<file path="src/rtl/fifo_wr_arbiter.sv">
// Two-requester round-robin write arbiter in front of a shared FIFO.
// Optional drop counter enabled by defining FIFO_ARB_DROP_CNT_EN.
module fifo_wr_arbiter #(
    parameter int B = 3
) (
    input  logic         clk,
    input  logic         reset,
    input  logic         req0,
    input  logic [B-1:0] data0,
    input  logic         req1,
    input  logic [B-1:0] data1,
    input  logic         full,
    output logic         wr,
    output logic [B-1:0] w_data,
    output logic [1:0]   pend,
    output logic         last_gnt,
    output logic [7:0]   drop_cnt
);

    typedef enum logic {IDLE, WRITE} state_t;

    state_t       r_state;
    logic [B-1:0] r_hold0;
    logic [B-1:0] r_hold1;
    logic [B-1:0] r_wdata;
    logic [1:0]   r_pend;
    logic         r_last;
    logic         r_wr;

    logic [1:0]   w_req;
    logic [1:0]   w_cap;
    logic [1:0]   w_clr;
    logic         w_grant_ok;
    logic         w_gnt;

    assign w_req      = {req1, req0};
    assign w_cap      = w_req & ~r_pend;
    assign w_grant_ok = (r_state == IDLE) && !full && (r_pend != 2'b00);
    // On a tie, favour whoever was not granted last.
    assign w_gnt      = (r_pend == 2'b11) ? ~r_last : r_pend[1];
    assign w_clr      = w_grant_ok ? (w_gnt ? 2'b10 : 2'b01) : 2'b00;

    always_ff @(posedge clk) begin
        if (!reset) begin
            r_state <= IDLE;
            r_hold0 <= '0;
            r_hold1 <= '0;
            r_wdata <= '0;
            r_pend  <= 2'b00;
            r_last  <= 1'b1;
            r_wr    <= 1'b0;
        end else begin
            r_wr   <= 1'b0;
            r_pend <= (r_pend | w_cap) & ~w_clr;
            if (w_cap[0]) r_hold0 <= data0;
            if (w_cap[1]) r_hold1 <= data1;
            case (r_state)
                IDLE: begin
                    if (w_grant_ok) begin
                        r_state <= WRITE;
                        r_wr    <= 1'b1;
                        r_wdata <= w_gnt ? r_hold1 : r_hold0;
                        r_last  <= w_gnt;
                    end
                end
                WRITE: r_state <= IDLE;
                default: r_state <= IDLE;
            endcase
        end
    end

    assign wr       = r_wr;
    assign w_data   = r_wdata;
    assign pend     = r_pend;
    assign last_gnt = r_last;

`ifdef FIFO_ARB_DROP_CNT_EN
    logic [7:0] r_drop;
    logic [1:0] w_drop;
    logic [8:0] w_drop_sum;

    assign w_drop     = w_req & r_pend;
    assign w_drop_sum = {1'b0, r_drop} + 9'(w_drop[0]) + 9'(w_drop[1]);

    always_ff @(posedge clk) begin
        if (!reset) begin
            r_drop <= 8'd0;
        end else begin
            r_drop <= w_drop_sum[8] ? 8'hFF : w_drop_sum[7:0];
        end
    end

    assign drop_cnt = r_drop;
`else
    assign drop_cnt = 8'd0;
`endif

endmodule

</file>
<file path="config.mk">
export PLATFORM = sky130hd
export DESIGN_NAME = fifo_wr_arbiter
export DESIGN_NICKNAME = d
export VERILOG_FILES = /design/src/rtl/fifo_wr_arbiter.sv
export SDC_FILE = /design/constraint.sdc
export NUM_CORES = 1
export LEC_CHECK = 0
export ABC_AREA = 0
export ABC_CLOCK_PERIOD_IN_PS = 1570
export BUFFER_PORTS_ARGS = -buffer_cell sky130_fd_sc_hd__clkbuf_2
export CORE_MARGIN = 10
export CORE_UTILIZATION = 43
export DETAILED_ROUTE_END_ITERATION = 8
export PLACE_DENSITY = 0.84
export SLEW_MARGIN = 20
export SYNTH_ARGS = -nofsm -noshare
export SYNTH_HDL_FRONTEND = slang
export SYNTH_SLANG_ARGS = --single-unit
</file>
<file path="constraint.sdc">
create_clock -name clk -period 1.57 [get_ports clk]
set_clock_uncertainty 0.2 [all_clocks]
set_input_delay 0.0785 -clock clk [delete_from_list [all_inputs] [get_ports clk]]
set_output_delay 0.0785 -clock clk [all_outputs]
set_load 0.05 [all_outputs]
</file>
==> results.py <==
metrics = {
    "outcome": {
        "outcome": "complete, no violations",
    },
    "placement": {
        "routabilityCongestion": 0.818,
        "dpl.hpwl_mm": 1.04,
        "place_inst": 93,
        "portBuffers": 17,
    },
    "setup_path": {
        "worst-path-max-fanout": 6,
        "regToRegEndpoint": "w_data[2]$_SDFFE_PN0P_",
        "path_class": "in2reg",
        "reg2regPathDepth": 3,
        "worstPathRequired_ns": 1.58,
        "path_buf_inv": 2,
        "crit_family": "buffers and inverters",
        "r2r_slack_ns": 0.15,
        "crit_slowest_cell": "dlygate4sd3_1",
        "worstSetupEndpointType": "register",
        "startpoint_type": "input pin",
        "slowest_delay_ns": 0.56,
        "rr_startpoint": "pend[1]$_SDFF_PN0_",
        "crit_path_cell_trace": "dlygate4sd3_1 -> clkbuf_2 -> nor3b_2 -> nand3_1 -> a31oi_1",
        "worstPathArrival_ns": 1.52,
    },
    "timing": {
        "final_hold_viol_count": 0,
        "period_share_pct": 96.1,
        "maxSlewViolCount": 0,
        "finalSetupViolCount": 0,
        "rsz0062_at_grt": "no",
        "layout_min_cycle_time_ns": 1.51,
        "setup_tns_ns": 0,
        "max_freq_ghz": 0.663,
    },
    "clock_network": {
        "cts_tree": "built",
        "cts_root_buf": "clkbuf_4",
        "insertion_delay_ns": 0.28,
        "path_clk_slew_ns": 0.08,
        "cts_buffers": 3,
        "clock-sinks": 13,
        "cts_max_level": 1,
        "clockBufferDepth": 2,
    },
    "floorplanning": {
        "die-area_um2": 3200,
        "coreArea_um2": 1280,
        "start_util_pct": 44.8,
        "die_h_um": 56.6,
        "die_w_um": 56.6,
        "num_rows": 13,
        "ios": 26,
    },
    "power_and_ir_drop": {
        "pwr-share-seq_pct": 48.4,
        "p_leak_uw": 0.000348,
        "swShare_pct": 33.7,
        "power.internal_uw": 503,
        "powerDensity_nw_per_um2": 982,
        "p_clk_share_pct": 27.9,
        "ir_worst_vdd_mv": 0.424,
        "p_comb_share_pct": 23.7,
        "p_sw_uw": 255,
        "finalPower_uw": 758,
    },
    "grt": {
        "grt_max_degree": 11,
        "grt_pass1_wl_mm": 2.60,
        "grt-ovfl-total": 0,
        "track_usage_pct": 10.1,
        "antenna_found_initial": 0,
        "grt_pass1_vias": 566,
    },
    "route": {
        "first_iter_violations": 17,
        "ant_nets": 0,
        "routed_via_density": 5.20,
        "routedWlPerCell_um": 15.1,
        "drc": 0,
        "vias": 556,
        "first_pass_iters": 4,
        "wl_mm": 1.62,
    },
    "final_layout": {
        "antennaDiodeCount": 0,
        "final_cells": 107,
        "syn2layout_area_growth_pct": 34.1,
        "layout-drive-gt1-share_pct": 23.9,
        "final_util_pct": 60.1,
        "layout.nets": 104,
    },
    "synthesis": {
        "syn_inst": 62,
        "synth_area_per_cell_um2": 9.28,
        "synth_seq_area_share_pct": 45.2,
        "synth_top_area_share_pct": 45.2,
        "yosys_register_bits": 13,
        "yosysTopAreaCell": "dfxtp_1",
        "synthTopCellsByArea": "dfxtp_1, mux2i_1, buf_4",
        "synth_area_um2": 576,
        "synth.distinct_cells": 18,
        "yosysWarnings": 0,
    },
    "hold_path": {
        "hold_path_end": "w_data[2]$_SDFFE_PN0P_",
        "holdPathStages": 2,
        "worstHoldPathType": "reg2reg",
        "worstHoldStart": "r_hold0[2]$_SDFFE_PN0P_",
    },
    "run": {
        "cap_violations": 0,
    },
}
==> worst min-delay path, delay by kind of cell (launching register included) <==
kind            cells  cell delay, ns
flops               1            0.32
compound gates      1            0.07
simple gates        1            0.06
==> how the worst max path moves through the flow <==
stage,from,to,slack [ns],cells past startpoint
after CTS,full,w_data[2]$_SDFFE_PN0P_,0.13,5
after detailed placement,pend[1]$_SDFF_PN0_,w_data[2]$_SDFFE_PN0P_,0.25,3
after floorplan,pend[1]$_SDFF_PN0_,w_data[0]$_SDFFE_PN0P_,0.03,3
final,full,w_data[2]$_SDFFE_PN0P_,0.06,5
after global routing,full,w_data[0]$_SDFFE_PN0P_,0.007,5
after global placement,pend[1]$_SDFF_PN0_,w_data[2]$_SDFFE_PN0P_,0.25,3
==> power groups by stage <==
stage               clock network, µW  registers [µW]  logic [µW]
floorplan                           0             404         103
global placement                    0             372         154
detailed placement                  0             374         156
CTS                               211             366         178
global route                      222             370         192
finish                            211             367         180
==> metal layers <==
layer | global-route usage, % | part of all wire, % | wire, µm | vias up
li1 | - | - | - | 262
met1 | 10.4 | 35 | 571 | 243
met2 | 16.1 | 49 | 789 | 41
met3 | 3.60 | 11 | 172 | 10
met4 | 8.25 | 5.2 | 84 | 0
met5 | 0 | 0 | 0 | -
==> flip-flops by register name, summed over array words and instances (netlist names) <==
register,count
r_hold1,3
last_gnt,1
r_hold0,3
r_state,1
w_data,3
pend,2
==> Yosys cell counts <==
master and number:
nor4_1 1, mux2i_1 6, nand3_1 6, nand2_1 2, conb_1 1, nor3b_2 2, a21oi_1 2, nor2_1 7
inv_1 1, o31ai_1 3, dfxtp_1 13, o21ai_0 2, clkinv_1 1, buf_4 8, a31oi_1 3, nor2b_1 2
o211ai_1 1, or2b_1 1
==> cell type report <==
cell class	instances	area, µm²
clock buffer	4	26.3
fill	102	513
inverter	2	7.51
multi-input combinational	46	274
sequential	13	260
tap	15	18.8
timing repair buffer	27	185
==> cell families after synthesis <==
kind of cell | share of synthesized area [%]
compound gates | 12.0
buf+inv | 11.7
flops | 45.2
mux | 10.4
other cells | 0.652
simple gates | 20.0
==> placed cells by master, fill, tap and decap left out, types with 2 or more instances in the layout <==
cell type / synthesis / layout
clkbuf_4: 0 / 3
a21oi_1: 2 / 2
nand3_1: 6 / 6
nor3b_2: 2 / 2
nand2_1: 2 / 2
clkbuf_2: 0 / 17
o31ai_1: 3 / 3
dfxtp_1: 13 / 13
nor2_1: 7 / 7
o21ai_0: 2 / 2
mux2i_1: 6 / 6
a31oi_1: 3 / 3
nor2b_1: 2 / 2
dlygate4sd3_1: 0 / 10
conb_1: 1 / 8
==> stage by stage <==
step / hold slack, ns / setup WS [ns] / cell area (µm²)
after detailed placement: 0.107 / 0.250 / 646
after global routing: 0.333 / 0.00692 / 772
after CTS: 0.295 / 0.127 / 772
after floorplan: -0.0444 / 0.0342 / 602
final: 0.296 / 0.0614 / 772
after global placement: 0.106 / 0.253 / 646
==> timing repair <==
action | 4_1_cts | 5_1_grt
gates resized for setup | 0 | 0
setup endpoints to repair | 0 | 0
setup buffers | 0 | 0
hold buffers | 10 | 0
endpoints found under the hold margin | 12 | 0
(Power assumes the default switching activity.)
